File: config.mk
export PLATFORM = sky130hd
export DESIGN_NAME = flow_light_ctrl
export DESIGN_NICKNAME = d
export VERILOG_FILES = /design/src/rtl/flow_light_ctrl_pkg.sv /design/src/rtl/flow_light_ctrl_btn_debounce.sv /design/src/rtl/flow_light_ctrl.sv
export SDC_FILE = /design/constraint.sdc
export NUM_CORES = 1
export LEC_CHECK = 0
export BUFFER_PORTS_ARGS = -buffer_cell sky130_fd_sc_hd__buf_4
export CAP_MARGIN = 20
export CORE_UTILIZATION = 54
export DETAILED_ROUTE_END_ITERATION = 7
export PLACE_DENSITY = 0.85
export SLEW_MARGIN = 20
export SYNTH_ARGS = -nofsm -noshare
export SYNTH_HDL_FRONTEND = slang
export SYNTH_SLANG_ARGS = --single-unit
File: constraint.sdc
create_clock -name clk -period 1.7 [get_ports clk]
set_input_delay 0.255 -clock clk [delete_from_list [all_inputs] [get_ports clk]]
set_output_delay 0.255 -clock clk [all_outputs]
set_load 0.05 [all_outputs]
File: src/rtl/flow_light_ctrl_pkg.sv
// Shared definitions for the flowing-lights run/speed controller:
// FSM state encoding and the chaser speed-code limits.
package flow_light_ctrl_pkg;

    typedef enum logic [1:0] {
        ST_IDLE   = 2'b00,
        ST_MANUAL = 2'b01,
        ST_AUTO   = 2'b10
    } fsm_state_t;

    localparam logic [1:0] FREQ_MIN = 2'b00;
    localparam logic [1:0] FREQ_MAX = 2'b11;

endpackage

File: src/rtl/flow_light_ctrl_btn_debounce.sv
// Push-button conditioner: two-flop synchroniser, stability counter and a
// one-cycle strobe on each accepted press (a release gives no strobe).
module flow_light_ctrl_btn_debounce #(
    parameter int DEBOUNCE_CYC = 4
) (
    input  logic clk,
    input  logic rst,
    input  logic btn_raw,
    output logic btn_pulse
);

    localparam int CW = (DEBOUNCE_CYC > 1) ? $clog2(DEBOUNCE_CYC) : 1;
    localparam logic [CW-1:0] CNT_MAX = CW'(DEBOUNCE_CYC - 1);

    logic          sync1_reg;
    logic          sync2_reg;
    logic          db_reg;
    logic [CW-1:0] cnt_reg;

    // Bring the asynchronous button level into the clock domain.
    always_ff @(posedge clk or negedge rst) begin
        if (!rst) begin
            sync1_reg <= 1'b0;
            sync2_reg <= 1'b0;
        end else begin
            sync1_reg <= btn_raw;
            sync2_reg <= sync1_reg;
        end
    end

    // Accept a new level only after it has differed from the debounced
    // level for DEBOUNCE_CYC consecutive cycles; strobe on an accepted press.
    always_ff @(posedge clk or negedge rst) begin
        if (!rst) begin
            db_reg    <= 1'b0;
            cnt_reg   <= '0;
            btn_pulse <= 1'b0;
        end else begin
            btn_pulse <= 1'b0;
            if (sync2_reg == db_reg) begin
                cnt_reg <= '0;
            end else if (cnt_reg == CNT_MAX) begin
                db_reg    <= sync2_reg;
                cnt_reg   <= '0;
                btn_pulse <= sync2_reg;
            end else begin
                cnt_reg <= cnt_reg + 1'b1;
            end
        end
    end

endmodule

File: src/rtl/flow_light_ctrl.sv
// Run/speed controller for the LED chaser. A debounced button starts/stops
// the chaser; in MANUAL each press steps the speed, in AUTO the speed steps
// on a dwell timer. Every speed change issues a one-cycle chaser restart.
module flow_light_ctrl
    import flow_light_ctrl_pkg::*;
#(
    parameter int DEBOUNCE_CYC = 4,
    parameter int DWELL_CYC    = 16
) (
    input  logic       clk,
    input  logic       rst,
    input  logic       btn_raw,
    input  logic       auto_en,
    output logic       run,
    output logic [1:0] freq_set,
    output logic       lights_rst,
    output logic       btn_pulse,
    output logic [1:0] state
);

    localparam int DW = (DWELL_CYC > 1) ? $clog2(DWELL_CYC) : 1;
    localparam logic [DW-1:0] DWELL_MAX = DW'(DWELL_CYC - 1);

    fsm_state_t    state_reg;
    logic [DW-1:0] dwell_reg;
    logic          auto_en_reg;

    flow_light_ctrl_btn_debounce #(
        .DEBOUNCE_CYC (DEBOUNCE_CYC)
    ) u_debounce (
        .clk       (clk),
        .rst       (rst),
        .btn_raw   (btn_raw),
        .btn_pulse (btn_pulse)
    );

    assign state = state_reg;

    // Mode FSM with registered outputs; a press outranks an auto_en change,
    // which outranks a dwell expiry, so a press never coincides with a step.
    always_ff @(posedge clk or negedge rst) begin
        if (!rst) begin
            state_reg   <= ST_IDLE;
            dwell_reg   <= '0;
            auto_en_reg <= 1'b0;
            run         <= 1'b0;
            freq_set    <= FREQ_MIN;
            lights_rst  <= 1'b0;
        end else begin
            auto_en_reg <= auto_en;
            lights_rst  <= 1'b0;
            case (state_reg)
                ST_IDLE: begin
                    dwell_reg <= '0;
                    if (btn_pulse) begin
                        state_reg  <= auto_en ? ST_AUTO : ST_MANUAL;
                        run        <= 1'b1;
                        freq_set   <= FREQ_MIN;
                        lights_rst <= 1'b1;
                    end
                end
                ST_MANUAL: begin
                    dwell_reg <= '0;
                    if (btn_pulse) begin
                        if (freq_set == FREQ_MAX) begin
                            state_reg <= ST_IDLE;
                            run       <= 1'b0;
                            freq_set  <= FREQ_MIN;
                        end else begin
                            freq_set   <= freq_set + 2'd1;
                            lights_rst <= 1'b1;
                        end
                    end else if (auto_en && !auto_en_reg) begin
                        state_reg <= ST_AUTO;
                    end
                end
                ST_AUTO: begin
                    if (btn_pulse) begin
                        state_reg <= ST_IDLE;
                        run       <= 1'b0;
                        freq_set  <= FREQ_MIN;
                        dwell_reg <= '0;
                    end else if (!auto_en) begin
                        state_reg <= ST_MANUAL;
                        dwell_reg <= '0;
                    end else if (dwell_reg == DWELL_MAX) begin
                        freq_set   <= freq_set + 2'd1;
                        dwell_reg  <= '0;
                        lights_rst <= 1'b1;
                    end else begin
                        dwell_reg <= dwell_reg + 1'b1;
                    end
                end
                default: begin
                    state_reg <= ST_IDLE;
                    run       <= 1'b0;
                    freq_set  <= FREQ_MIN;
                    dwell_reg <= '0;
                end
            endcase
        end
    end

endmodule

==> results of run 1 <==
final cells by class:
| type | count | area share [%] |
|---|---|---|
| multi-input combinational | 46 | 39.77 |
| inverter | 6 | 2.273 |
| tap | 15 | 1.894 |
| clock inverter | 1 | 0.5051 |
| sequential | 17 | 43.18 |
| clock buffer | 3 | 2.273 |
| timing repair buffer | 13 | 10.10 |
report_power, final:
group	switching (W)	leakage [nW]	internal (W)
combinational	0.000545	0.241	0.000398
clock	0.000133	0.0177	0.0000877
sequential	0.0000949	0.218	0.000512
total	0.000772	0.476	0.000998
cells by family (layout without fill, tap and decap cells):
| logic type | Yosys count | after routing |
|---|---|---|
| adders and majority gates | 7 | 7 |
| AOI/OAI and AO/OA | 13 | 13 |
| muxes | 6 | 6 |
| DFF | 17 | 17 |
| buffers and inverters | 7 | 23 |
| and+or+nand+nor | 18 | 18 |
| xor gates and xnor gates | 2 | 2 |
per-layer routing:
layer,up-vias,routed length (um),track usage (%)
li1,273,-,-
met4,0,43,10.97
met1,275,698,26.09
met2,13,708,34.06
met3,7,52,4.348
met5,-,0,0
synthesized netlist by cell type, drive strengths merged:
cell type  count
dfrtp         17
ha             7
inv            6
a21oi          5
mux2           4
nor2           4
o21ai          4
nor3           3
and3           2
mux2i          2
nand2          2
nor2b          2
xnor2          2
a211oi         1
a22oi          1
and2b          1
and3b          1
buf            1
nand3          1
nand4b         1
o211ai         1
o2bb2ai        1
or2            1
final timing paths:
path	start	endpoint	slack [ns]	depth (start not counted)
max in group asynchronous	rst	state[1]	1.16	2
worst max register to register	state[0]	run	0.05	6
min in group asynchronous	rst	lights_rst	0.34	2
worst min register to register	u_debounce.sync1_reg	u_debounce.sync2_reg	0.36	0
worst max-delay path	state[0]	run	0.05	6
worst min-delay path	btn_raw	u_debounce.sync1_reg	0.06	1
per-stage QoR:
stage | std cells | hold slack [ns]
2_1_floorplan | 70 | -0.04059
3_3_place_gp | 96 | 0.1275
3_5_place_dp | 96 | 0.1279
4_1_cts | 101 | 0.05716
5_1_grt | 101 | 0.04649
6_report | 101 | 0.06061
repair_timing:
item | CTS | global route
setup endpoints to repair | 0 | 1
resized for setup | 0 | 1
hold buffers | 1 | 0
endpoints found under the hold margin | 17 | 0
==> out/qor.yml, run 1 <==
drt_first_pass_iters: 4
layout.nets: 98
first_iter_violations: 10
via_count: 568
routed_wl_um: 1503
die_y_um: 41.49
htree_levels: 1
critPathKind: "reg2reg"
die_x_um: 41.49
synth_area_leaders: "dfrtp_1, ha_1, mux2_4"
synth_fp_nets: 81
place.port_buffers: 10
power_w: 0.001770
syn_avg_cell_area_um2: 12.03
largest_reg_flops: 4
min_path_type: "in2reg"
yosys.area_share.simple_pct: 12.78
area_growth_syn_to_layout_pct: 17.68
drtAntennaViolNets: 0
grt_overflow: 0
layout-drive-gt1-share_pct: 34.88
final.setup.tns_ns: 0
cp_slowest_stage_delay_ns: 0.43
fin_area_um2: 991.0
netlist_instances: 70
multiInputGateArea_um2: 394.1
clock_sinks: 17
root_buffer: "clkbuf_4"
synth_compound_area_share_pct: 11.59
num_io_pins: 11
yosysUniqueCellTypes: 30
worst_clock_skew_ns: 0.005225
finalSetupViolCount: 0
p_leak_nw: 0.4763
fmax_ghz: 0.6059
post_cts_buffers: 0
synth_top_family_by_area: "simple AND/OR/NAND/NOR gates"
grt_usage_pct: 20.93
netlist_area_um2: 842.1
dpl_cell_area_um2: 947.2
finalCritPeriodShare_pct: 97.09
fp-row-count: 13
tritoncts: "built"
yosysWarningCount: 0
layout_setup_ws_ns: 0.04944
cp_slowest_cell: "dfrtp_2"
viasPerCell: 5.624
maxCapViolations: 0
grt_pass1_vias: 611
ys_ff_latch: 17
cts_buffers: 3
hold_violations: 0
fp.coreArea_um2: 1383
synth-seq-area-share_pct: 50.52
required_ns: 1.88
nFillCells: 99
yosys.area.top_type: "dfrtp_1"
synth_xor_area_share_pct: 2.080
start_util_pct: 60.91
status: "finished clean"
muxShareOfSynthArea_pct: 8.618
min_period_ns: 1.651
avgRoutedWirePerCell_um: 14.88
path_cells: "inv_2 > ha_1 > nor2b_1 > buf_4 > nor3_4 > mux2_1"
power_density_nw_per_um2: 1786
crit_path_max_fanout: 8
synth_top_area_share_pct: 50.52
clk_latency_ns: 0.30
layout_commonest_cell: "dfrtp_1"
antenna_found_initial: 0
seq_area_um2: 427.9
max_slew_margin_pct: 71.59
critPathLaunchType: "flop"
finish.utilization_pct: 71.67
hpwl_um: 1050
grt_max_degree: 18
critPathCaptureType: "flop"
synthAdderAreaFrac_pct: 10.40
tightest_slew_ns: 0.4246
critPathBufInv: 2
place_ws_ns: 0.1165
worst_ep_arrival_time_ns: 1.84
cp_top_family: "flip-flops"
place.gp.congestion: 0.8260
slew_viol_final: 0
diodes: 0
die-area_um2: 1721
path_clk_slew_ns: 0.10
clockBufferDepth: 2
grt_pass1_wl_um: 2704
drc: 0
layout_common_cells: "dfrtp_1, buf_4, ha_1"
vdd_drop_max_v: 0.001242
Power figures use the tool's default switching activity.
==> inputs of run 2 (changes only) <==
--- a/config.mk
+++ b/config.mk
@@ -7,9 +7,9 @@
 export LEC_CHECK = 0
 export BUFFER_PORTS_ARGS = -buffer_cell sky130_fd_sc_hd__buf_4
 export CAP_MARGIN = 20
-export CORE_UTILIZATION = 54
+export CORE_UTILIZATION = 57
 export DETAILED_ROUTE_END_ITERATION = 7
-export PLACE_DENSITY = 0.85
+export PLACE_DENSITY = 0.89
 export SLEW_MARGIN = 20
 export SYNTH_ARGS = -nofsm -noshare
 export SYNTH_HDL_FRONTEND = slang
==> constraint.sdc (replaced) <==
create_clock -name clk -period 2 [get_ports clk]
set_input_delay 0.3 -clock clk [delete_from_list [all_inputs] [get_ports clk]]
set_output_delay 0.3 -clock clk [all_outputs]
set_load 0.05 [all_outputs]
==> out/qor.yml, run 2 (synthesized netlist as in run 1, its figures left out) <==
status: "finished clean"  # unchanged
cp_slowest_cell: "dfrtp_1"  # was dfrtp_2
worst_ep_arrival_time_ns: 1.88  # was 1.84 ns
r2r_start: "state[0]"  # unchanged
layout.nets: 97  # was 98
diodes: 0  # unchanged
nFillCells: 90  # was 99
grt_pass1_wl_um: 2201  # was 2704 um
finalCritPeriodShare_pct: 85.49  # was 97.09%
area_growth_syn_to_layout_pct: 15.16  # was 17.68%
min_path_type: "in2reg"  # unchanged
cp_top_family: "flip-flops"  # unchanged
final.setup.tns_ns: 0  # unchanged
power_density_nw_per_um2: 1494  # was 1786 nW/um2
drt_first_pass_iters: 4  # unchanged
clockBufferDepth: 2  # unchanged
hpwl_um: 1051  # was 1050 um
tightest_slew_ns: 0.2611  # was 0.4246 ns
critPathLaunchType: "flop"  # unchanged
die_y_um: 40.44  # was 41.49 um
vdd_drop_max_v: 0.001268  # was 0.001242 V
critPathCaptureType: "flop"  # unchanged
min-delay-start: "btn_raw"  # unchanged
rsz0062_at_grt: "no"
cts_buffers: 3  # unchanged
fp.coreArea_um2: 1334  # was 1383 um2
ctsResizeCount: 0  # unchanged
holdPathEnd: "u_debounce.sync1_reg"  # unchanged
p_leak_nw: 0.4726  # was 0.4763 nW
r2r_cells: 6  # unchanged
cts_hold_repair.buffers: 1  # unchanged
finalSetupViolCount: 0  # unchanged
place.port_buffers: 10  # unchanged
num_io_pins: 11  # unchanged
htree_levels: 1  # unchanged
max_slew_margin_pct: 82.49  # was 71.59%
crit_path_max_fanout: 8  # unchanged
fmax_ghz: 0.5848  # was 0.6059 GHz
start_util_pct: 63.13  # was 60.91%
clk_latency_ns: 0.29  # was 0.30 ns
critPathKind: "reg2reg"  # unchanged
regToRegEndpoint: "run"  # unchanged
placed_cells: 95  # was 96
tritoncts: "built"  # unchanged
fin_cells: 100  # was 101
critPathBufInv: 2  # unchanged
layout_commonest_cell: "dfrtp_1"  # unchanged
min_period_ns: 1.710  # was 1.651 ns
grt_pass1_vias: 518  # was 611
routed_wl_um: 1408  # was 1503 um
worst_clock_skew_ns: 0.009415  # was 0.005225 ns
path_cells: "inv_1 > ha_1 > nor2b_1 > buf_4 > nor3_1 > mux2_1"  # was inv_2 > ha_1 > nor2b_1 > buf_4 > nor3_4 > mux2_1
path_clk_slew_ns: 0.10  # about the same
seq_area_um2: 425.4  # was 427.9 um2
fp-row-count: 13  # unchanged
first_iter_violations: 3  # was 10
drtAntennaViolNets: 0  # unchanged
place.gp.congestion: 0.7771  # was 0.8260
die-area_um2: 1635  # was 1721 um2
cp_slowest_stage_delay_ns: 0.43  # about the same
clock_sinks: 17  # unchanged
r2r_slack_ns: 0.29  # was 0.05 ns
maxCapViolations: 0  # unchanged
avgRoutedWirePerCell_um: 14.08  # was 14.88 um
multiInputGateArea_um2: 382.9  # was 394.1 um2
via_count: 541  # was 568
drc: 0  # unchanged
grt_max_degree: 18  # unchanged
dpl_cell_area_um2: 932.1  # was 947.2 um2
root_buffer: "clkbuf_4"  # unchanged
viasPerCell: 5.410  # was 5.624
layout-drive-gt1-share_pct: 29.41  # was 34.88%
worstHoldPathCells: 1  # unchanged
slew_viol_final: 0  # unchanged
post_cts_buffers: 0  # unchanged
hold_violations: 0  # unchanged
required_ns: 2.17  # was 1.88 ns
antenna_found_initial: 0  # unchanged
largest_reg_flops: 4  # unchanged
grt_usage_pct: 21.81  # was 20.93%
grt_overflow: 0  # unchanged
fin_area_um2: 969.7  # was 991.0 um2
die_x_um: 40.44  # was 41.49 um
layout_common_cells: "dfrtp_1, buf_4, ha_1"  # unchanged
-- run 2: report_power, final --
part           internal [W]  leakage (nW)  switching, W
Clock             0.0000743        0.0177      0.000103
Sequential         0.000431         0.220     0.0000778
Combinational      0.000322         0.235      0.000440
-- run 2: worst max path at each step --
stage / startpoint / end / slack, ns / cells after the start
after detailed placement: state[0] / run / 0.31 / 6
after floorplan: state[0] / run / 0.07 / 6
final: state[0] / run / 0.29 / 6
after global placement: state[0] / run / 0.33 / 6
after CTS: state[0] / run / 0.29 / 6
after global routing: state[0] / run / 0.18 / 6
-- run 2: through the flow --
| step | power [W] | utilization (%) | hold slack (ns) | setup slack [ns] |
|---|---|---|---|---|
| 6_report | 0.001448 | 72.70 | 0.1197 | 0.2901 |
| 5_1_grt | 0.001555 | 72.70 | 0.09913 | 0.1763 |
| 4_1_cts | 0.001463 | 72.70 | 0.1036 | 0.2851 |
| 3_5_place_dp | 0.001276 | 69.89 | 0.1737 | 0.3119 |
| 3_3_place_gp | 0.001244 | 69.89 | 0.1709 | 0.3281 |
| 2_1_floorplan | 0.001092 | - | 0.004409 | 0.07065 |
-- run 2: per-layer routing --
layer  wire length (um)  vias up  global-route usage, %
met4                 15        0                  10.00
met2                687       14                  34.52
met1                647      253                  27.08
li1                   -      272                      -
met3                 58        2                  6.667
met5                  0        -                      0
-- run 2: final cells by class --
cell class	count	area share, %
Inverter	6	2.323
Clock buffer	3	2.323
Timing Repair Buffer	12	9.548
Clock inverter	1	0.5161
Multi-Input combinational cell	46	39.48
Sequential cell	17	43.87
Tap cell	15	1.935
